[config.mk]
export PLATFORM = sky130hd
export DESIGN_NAME = ro_pair_sequencer
export DESIGN_NICKNAME = d
export VERILOG_FILES = /design/src/rtl/ro_puf_pkg.sv /design/src/rtl/ro_edge_counter.sv /design/src/rtl/ro_pair_sequencer.sv
export SDC_FILE = /design/constraint.sdc
export NUM_CORES = 1
export LEC_CHECK = 0
export CORE_MARGIN = 3
export CORE_UTILIZATION = 43
export DETAILED_ROUTE_END_ITERATION = 10
export PLACE_DENSITY = 0.62
export SYNTH_ARGS = -nofsm -noshare
export SYNTH_HDL_FRONTEND = slang
export SYNTH_HIERARCHICAL = 1
export SYNTH_SLANG_ARGS = --single-unit
[constraint.sdc]
create_clock -name clk -period 5.1 [get_ports clk]
set_clock_uncertainty 0.15 [all_clocks]
set_input_delay 0.765 -clock clk [delete_from_list [all_inputs] [get_ports clk]]
set_output_delay 0.765 -clock clk [all_outputs]
set_load 0.1 [all_outputs]
[src/rtl/ro_puf_pkg.sv]
// Shared types and defaults for the ring-oscillator PUF sequencer.
// Holds the FSM state encoding, select/challenge widths and parameter defaults.
package ro_puf_pkg;

  localparam int RO_SEL_W = 3;
  localparam int CHAL_W   = 6;

  localparam int DEF_CNT_W  = 16;
  localparam int DEF_WINDOW = 1024;
  localparam int DEF_SETTLE = 8;
  localparam int DEF_MARGIN = 4;

  // ST_ prefix keeps the literals clear of the SETTLE parameter name
  typedef enum logic [2:0] {
    ST_IDLE,
    ST_SETTLE,
    ST_COUNT,
    ST_COMPARE,
    ST_DONE
  } state_t;

endpackage

[src/rtl/ro_edge_counter.sv]
// Counts synchronized rising edges of one asynchronous RO mux output.
// Two-flop synchronizer, rising-edge detector and a saturating counter with clear/enable.
module ro_edge_counter
  import ro_puf_pkg::*;
#(
  parameter int CNT_W = DEF_CNT_W
) (
  input  logic             clk,
  input  logic             rst_n,
  input  logic             ro,
  input  logic             clr,
  input  logic             en,
  output logic [CNT_W-1:0] count
);

  localparam logic [CNT_W-1:0] CNT_MAX = '1;

  logic             sync1_reg;
  logic             sync2_reg;
  logic             prev_reg;
  logic             rise;
  logic [CNT_W-1:0] count_reg;

  assign rise  = sync2_reg & ~prev_reg;
  assign count = count_reg;

  always_ff @(posedge clk or negedge rst_n) begin
    if (!rst_n) begin
      sync1_reg <= 1'b0;
      sync2_reg <= 1'b0;
      prev_reg  <= 1'b0;
      count_reg <= '0;
    end else begin
      sync1_reg <= ro;
      sync2_reg <= sync1_reg;
      prev_reg  <= sync2_reg;
      // clear wins over counting; saturate instead of wrapping
      if (clr)
        count_reg <= '0;
      else if (en && rise && (count_reg != CNT_MAX))
        count_reg <= count_reg + 1'b1;
    end
  end

endmodule

[src/rtl/ro_pair_sequencer.sv]
// Sequences one RO-PUF evaluation: select pair, settle, count both ROs, compare.
// Optional margin flag built only when RO_MARGIN_FLAG_EN is defined.
module ro_pair_sequencer
  import ro_puf_pkg::*;
#(
  parameter int CNT_W  = DEF_CNT_W,
  parameter int WINDOW = DEF_WINDOW,
  parameter int SETTLE = DEF_SETTLE,
  parameter int MARGIN = DEF_MARGIN
) (
  input  logic                clk,
  input  logic                rst_n,
  input  logic                start,
  input  logic [CHAL_W-1:0]   challenge,
  input  logic                ro_a,
  input  logic                ro_b,
  output logic [RO_SEL_W-1:0] sel_a,
  output logic [RO_SEL_W-1:0] sel_b,
  output logic                ro_en,
  output logic                busy,
  output logic                done,
  output logic                resp,
  output logic [CNT_W-1:0]    count_a,
  output logic [CNT_W-1:0]    count_b,
  output logic                unreliable
);

  localparam int TMR_MAX = (WINDOW > SETTLE) ? WINDOW : SETTLE;
  localparam int TMR_W   = $clog2(TMR_MAX);

  state_t              state_reg;
  logic [TMR_W-1:0]    timer_reg;
  logic [RO_SEL_W-1:0] sel_a_reg;
  logic [RO_SEL_W-1:0] sel_b_reg;
  logic                ro_en_reg;
  logic                busy_reg;
  logic                done_reg;
  logic                resp_reg;
  logic [CNT_W-1:0]    count_a_reg;
  logic [CNT_W-1:0]    count_b_reg;

  logic [1:0]          ro_vec;
  logic [CNT_W-1:0]    cnt [2];
  logic                cnt_clr;
  logic                cnt_en;

  assign ro_vec  = {ro_b, ro_a};
  assign cnt_clr = (state_reg == ST_SETTLE) && (timer_reg == '0);
  assign cnt_en  = (state_reg == ST_COUNT);

  genvar gi;
  generate
    for (gi = 0; gi < 2; gi++) begin : g_cnt
      ro_edge_counter #(.CNT_W(CNT_W)) u_cnt (
        .clk  (clk),
        .rst_n(rst_n),
        .ro   (ro_vec[gi]),
        .clr  (cnt_clr),
        .en   (cnt_en),
        .count(cnt[gi])
      );
    end
  endgenerate

  always_ff @(posedge clk or negedge rst_n) begin
    if (!rst_n) begin
      state_reg   <= ST_IDLE;
      timer_reg   <= '0;
      sel_a_reg   <= '0;
      sel_b_reg   <= '0;
      ro_en_reg   <= 1'b0;
      busy_reg    <= 1'b0;
      done_reg    <= 1'b0;
      resp_reg    <= 1'b0;
      count_a_reg <= '0;
      count_b_reg <= '0;
    end else begin
      done_reg <= 1'b0;
      case (state_reg)
        ST_IDLE: begin
          if (start) begin
            sel_a_reg <= challenge[CHAL_W-1:RO_SEL_W];
            sel_b_reg <= challenge[RO_SEL_W-1:0];
            busy_reg  <= 1'b1;
            ro_en_reg <= 1'b1;
            timer_reg <= TMR_W'(SETTLE - 1);
            state_reg <= ST_SETTLE;
          end
        end
        ST_SETTLE: begin
          if (timer_reg == '0) begin
            timer_reg <= TMR_W'(WINDOW - 1);
            state_reg <= ST_COUNT;
          end else begin
            timer_reg <= timer_reg - 1'b1;
          end
        end
        ST_COUNT: begin
          if (timer_reg == '0) begin
            ro_en_reg <= 1'b0;
            state_reg <= ST_COMPARE;
          end else begin
            timer_reg <= timer_reg - 1'b1;
          end
        end
        ST_COMPARE: begin
          resp_reg    <= (cnt[0] > cnt[1]);
          count_a_reg <= cnt[0];
          count_b_reg <= cnt[1];
          done_reg    <= 1'b1;
          state_reg   <= ST_DONE;
        end
        ST_DONE: begin
          busy_reg  <= 1'b0;
          state_reg <= ST_IDLE;
        end
        default: state_reg <= ST_IDLE;
      endcase
    end
  end

`ifdef RO_MARGIN_FLAG_EN
  localparam logic [CNT_W:0] MARGIN_V = (CNT_W + 1)'(MARGIN);

  logic [CNT_W-1:0] diff;
  logic             unrel_reg;

  assign diff = (cnt[0] > cnt[1]) ? (cnt[0] - cnt[1]) : (cnt[1] - cnt[0]);

  always_ff @(posedge clk or negedge rst_n) begin
    if (!rst_n)
      unrel_reg <= 1'b0;
    else if (state_reg == ST_COMPARE)
      unrel_reg <= ({1'b0, diff} < MARGIN_V);
  end

  assign unreliable = unrel_reg;
`else
  assign unreliable = 1'b0;
`endif

  assign sel_a   = sel_a_reg;
  assign sel_b   = sel_b_reg;
  assign ro_en   = ro_en_reg;
  assign busy    = busy_reg;
  assign done    = done_reg;
  assign resp    = resp_reg;
  assign count_a = count_a_reg;
  assign count_b = count_b_reg;

endmodule
* Word level (Yosys, flattened, before mapping)
Cells that the tools add are included.
Word-level totals: output and inout bits 43, register bits after elaboration 93, logic and storage cells 70
Operators by class: eq/ne operators 10, order comparisons 1, reduce and logical (&&, ||, !) cells 17, bitwise operators 4, add/sub/neg operators 3, mux-type cells 17
Operator list (count):
- $mux 16 | 4
- $add 16x1->16 const B | 2
- $ne 16x16->1 const B | 2
- $mux 10 | 3
- $pmux 10 s3 | 1
- $gt 16x16->1 | 1
- $pmux 3 s4 | 1
- $logic_not 10->1 | 1
- $sub 10x1->10 const B | 1
- $mux 3 | 3
- $reduce_and 3->1 | 3
- $reduce_bool 2->1 | 4
- $eq 3x2->1 const B | 2
- $ne 2x2->1 const B | 3
- $logic_and 1x1->1 | 5
- $pmux 1 s2 | 2
- $reduce_and 2->1 | 2
- $eq 3x1->1 const B | 1
- $eq 3x3->1 const B | 1
- $logic_not 3->1 | 1
- $mux 1 | 3
- $reduce_bool 3->1 | 1
- $and 1x1->1 | 2
- $ne 2x1->1 const B | 1
- $not 1->1 | 2

* Depth between registers and ports, before layout
word-level depth 6, gate-level depth with buffers 9, depth with buffers taken out 7

* Hierarchy
Netlist, hierarchy kept.
By module, submodules not included:
- ro_pair_sequencer | area an instance 2832.7 um^2, times used 1, cells each 296
- ro_edge_counter | area an instance 1017.2 um^2, times used 2, cells each 102

* Worst setup path before layout
Ideal clock, no wire load.
path type register to register, from register state_reg[2], to register g_cnt[0].u_cnt.count_reg[11], setup time 125 ps, arrival time 1964 ps, setup slack 2861 ps, cell stages (with the launch flop) 8, cells stage by stage dfrtp_1 > buf_2 > clkbuf_1 > nor2_1 > nand3b_1 > clkbuf_1 > nor4_1 > mux2_2
Between the ends: word-level cells in the longest chain between the ends 4, elaborated cells on any way between the ends 7, classes of those cells eq/ne: 2; mux: 1; reduce/logical: 4
Ends and longest elaborated chain:
- start: declaration | RTL line ro_pair_sequencer.sv:31 | state_t state_reg;
- start signal: assignment | RTL line ro_pair_sequencer.sv:67 | state_reg <= ST_IDLE;
- start signal: assignment | RTL line ro_pair_sequencer.sv:87 | state_reg <= ST_SETTLE;
- start signal: assignment | RTL line ro_pair_sequencer.sv:93 | state_reg <= ST_COUNT;
- $eq 3x2->1 | RTL line ro_pair_sequencer.sv:49 | assign cnt_en = (state_reg == ST_COUNT);
- named net cnt_en | RTL line ro_pair_sequencer.sv:45 | logic cnt_en;
- $logic_and 1x1->1 (2 in a row) | RTL line ro_edge_counter.sv:40 | else if (en && rise && (count_reg != CNT_MAX))
- $reduce_bool 2->1 (no source line)
- end signal: assignment | RTL line ro_edge_counter.sv:41 | count_reg <= count_reg + 1'b1;
- end: declaration | RTL line ro_edge_counter.sv:22 | logic [CNT_W-1:0] count_reg;
The timed path passes the listed nets, and every way through them passes these cells. A chain may end at the register's enable or synchronous reset.

* Worst setup path in the final report
from register timer_reg[2], to register g_cnt[1].u_cnt.count_reg[15]
Between the ends: word-level cells in the longest chain between the ends 3, elaborated cells on any way between the ends 4, classes of those cells mux: 1; reduce/logical: 3
Ends and longest elaborated chain:
- start: declaration | RTL line ro_pair_sequencer.sv:32 | logic [TMR_W-1:0] timer_reg;
- start signal: assignment | RTL line ro_pair_sequencer.sv:86 | timer_reg <= TMR_W'(SETTLE - 1);
- start signal: assignment | RTL line ro_pair_sequencer.sv:92 | timer_reg <= TMR_W'(WINDOW - 1);
- start signal: assignment | RTL line ro_pair_sequencer.sv:95 | timer_reg <= timer_reg - 1'b1;
- $logic_not 10->1 * | RTL line ro_pair_sequencer.sv:48 | assign cnt_clr = (state_reg == ST_SETTLE) && (timer_reg == '0);
- $logic_and 1x1->1 * | RTL line ro_pair_sequencer.sv:48
- named net cnt_clr | RTL line ro_pair_sequencer.sv:44 | logic cnt_clr;
- $mux 16 / $reduce_bool 2->1 (equally long branches)
- end signal: assignment | RTL line ro_edge_counter.sv:41
- end: declaration | RTL line ro_edge_counter.sv:22
The timed path passes the listed nets; every way through them passes the cells marked *.

==> reports/qor.yml <==
run_status:
  status: "complete, no violations"
timing:
  period_share: 0.6117
  fmax_mhz: 320.5
  tightest_slew_ps: 1044
  final_hold_viol_count: 0
  finalMaxSlewViolations: 0
  setup_viol: 0
  slew_headroom: 0.3030
  setup_tns_ps: 0
  period_needed_ps: 3120
  rsz0062_at_grt: "false"
die:
  dieHeight_um: 112.4
  die_w_um: 112.4
  rows: 38
  initial_core_util: 0.4451
  ios: 54
  die_area_um2: 12630
  core_area_um2: 10940
layout:
  nFillCells: 1017
  drive_above_1_share: 0.1157
  post-route-util: 0.5326
  mostFrequentLayoutCells: "93 x dfrtp_1, 81 x nand2_1, 51 x clkdlybuf4s50_1"
  num-nets-final: 579
  mostFrequentLayoutCell: "dfrtp_1"
  area_growth_pct: 19.67
  antenna_cells: 0
  largest_reg_flops: 32
  stdcell_count: 693
logic_synthesis:
  synth_top_family_by_area: "simple AND/OR/NAND/NOR gates"
  syn_area_um2: 4867
  ys_seq_area_frac: 0.4781
  synth-compound-area-share: 0.1483
  synth_seq_cells: 93
  syn_inst: 500
  yosysWarnings: 6
  yosys-top-cells-area: "dfrtp_1 48%, nand2_1 6.2%, ha_1 5.1%, a21oi_1 3.7%, mux2_2 3.2%"
  yosysTopAreaCell: "dfrtp_1"
  syn_nets: 531
  yosys.area_share.simple: 0.2398
  avgSynthCellArea_um2: 9.734
  synth.area.mux_share: 0.03856
  netlist.area_leader.share: 0.4781
  synth_fa_ha_area_frac: 0.05141
  ys_types: 55
  synthXorXnorAreaFrac: 0
drt:
  routed_wl_um: 11280
  avgRoutedWirePerCell_um: 16.28
  route.vias.total: 3929
  postRouteAntennaNets: 0
  dr.first_iter.drc_count: 284
  drc: 0
  drt-pass1-iter-count: 5
  viasPerCell: 5.670
power:
  cellLeakagePower_uw: 0.002530
  power_density_nw_per_um2: 383.1
  ir_worst_vdd_mv: 0.4284
worst_setup_path:
  path_class: "flop to flop"
  start_kind: "flop"
  crit_fanout: 32
  cp.arrival_ps: 3200
  required_ps: 5180
  cp-end-kind: "flop"
job:
  drv_cap: 0
clock_tree:
  clkTransAtPathRegs_ps: 60
  cts-resized-gates: 0
  h-tree-depth: 3
  cts_buffers: 9
  cts_tree: "yes"
  insertion_delay_ps: 350
  cts_buffer_depth: 2
  cts.sinks: 93
  root_buffer: "clkbuf_16"
  cts_hold_buf: 0
  post_cts_buffers: 0
placed_design:
  io_buffers: 52
  globalplace.congestion: 0.8451
  dp_hpwl_um: 7958
  dpl.cell_count: 677
global_routing:
  grt_pass1_vias: 3857
  grt-ovfl-total: 0
  grt_pass1_wl_um: 19090
  grt_max_degree: 52
  grt_antenna_before_repair: 0
  grt.total_usage: 0.1867
worst_hold_path:
  hold_class: "flop to flop"
-- area by class of cell --
| type | count | area [µm²] | share of cell area |
|---|---|---|---|
| tap | 140 | 175.2 | 0.03008 |
| inverter | 27 | 101.3 | 0.01740 |
| clock inverter | 4 | 70.07 | 0.01203 |
| timing repair buffer | 58 | 563.0 | 0.09667 |
| clock buffer | 12 | 256.5 | 0.04404 |
| sequential | 93 | 2327 | 0.3996 |
| multi-input combinational | 359 | 2331 | 0.4002 |
-- cells by family (layout without fill, tap and decap cells) --
group | Yosys count | after routing
AO/OA/AOI/OAI | 109 | 109
adder cells (fa/ha/maj) | 20 | 20
buffers and inverters | 48 | 101
flip-flops | 93 | 93
multiplexers | 16 | 16
other | 1 | 1
AND/OR/NAND/NOR | 213 | 213
-- path summary, 6_finish.rpt --
kind | startpoint | end | slack [ps] | cells past startpoint
max in group asynchronous | rst_n | count_a[9] | 3500 | 2
max | timer_reg[2] | g_cnt[1].u_cnt/count[15] | 1980 | 6
min | g_cnt[0].u_cnt/sync1_reg | g_cnt[0].u_cnt/sync2_reg | 200 | 0
min in group asynchronous | rst_n | sel_b[0] | 270 | 1
min reg2reg | g_cnt[0].u_cnt/sync1_reg | g_cnt[0].u_cnt/sync2_reg | 200 | 0
max reg2reg | timer_reg[2] | g_cnt[1].u_cnt/count[15] | 1980 | 6
-- power by group --
part	internal [µW]	switching (µW)	leakage (µW)	total [µW]
Clock	455	276	0.000163	731
Combinational	203	406	0.00112	609
Sequential	814	77.4	0.00124	891
Total	1470	760	0.00253	2230
-- per-stage QoR --
| stage | setup slack [ps] | area (µm²) | total power, µW | hold WS, ps |
|---|---|---|---|---|
| 2_1_floorplan | 2861 | 4867 | 1367 | 181.2 |
| 3_3_place_gp | 2123 | 5498 | 1503 | 190.4 |
| 3_5_place_dp | 2016 | 5498 | 1517 | 193.5 |
| 4_1_cts | 2004 | 5824 | 2255 | 208.7 |
| 5_1_grt | 1768 | 5824 | 2342 | 213.8 |
| 6_report | 1980 | 5824 | 2231 | 203.7 |
-- synth_stat cells (all sizes together) --
library cell  instances
dfrtp                93
nand2                81
a21oi                37
inv                  27
o21ai                25
nand4                21
ha                   20
o31ai                19
nand3                18
or4                  18
nor2                 17
mux2                 16
clkbuf               11
nor4                 11
buf                  10
nor3                  9
or3                   9
nor2b                 8
a221oi                5
nand3b                5
o22a                  5
a21o                  4
and4                  4
nand2b                4
a31oi                 3
o21a                  3
and3b                 2
nor3b                 2
or2                   2
a311oi                1
a31o                  1
conb                  1
nand4b                1
o2111ai               1
o211a                 1
o211ai                1
o21bai                1
o221ai                1
o2bb2ai               1
or3b                  1
-- worst max-delay path, stage by stage, from the launching register on --
cell and delay [ps]:
dfrtp_1 450, nor3_2 500, nand4_2 410, inv_1 900, buf_4 280, nor2_1 50, mux2_2 260
-- per-layer routing --
metal,global-route usage,up-vias,share of wire
li1,-,1921,-
met1,0.2500,1916,0.46
met2,0.2992,79,0.48
met3,0.04690,13,0.044
met4,0.06010,0,0.016
met5,0,-,0
Note: power is estimated with default switching activity, not from simulation.
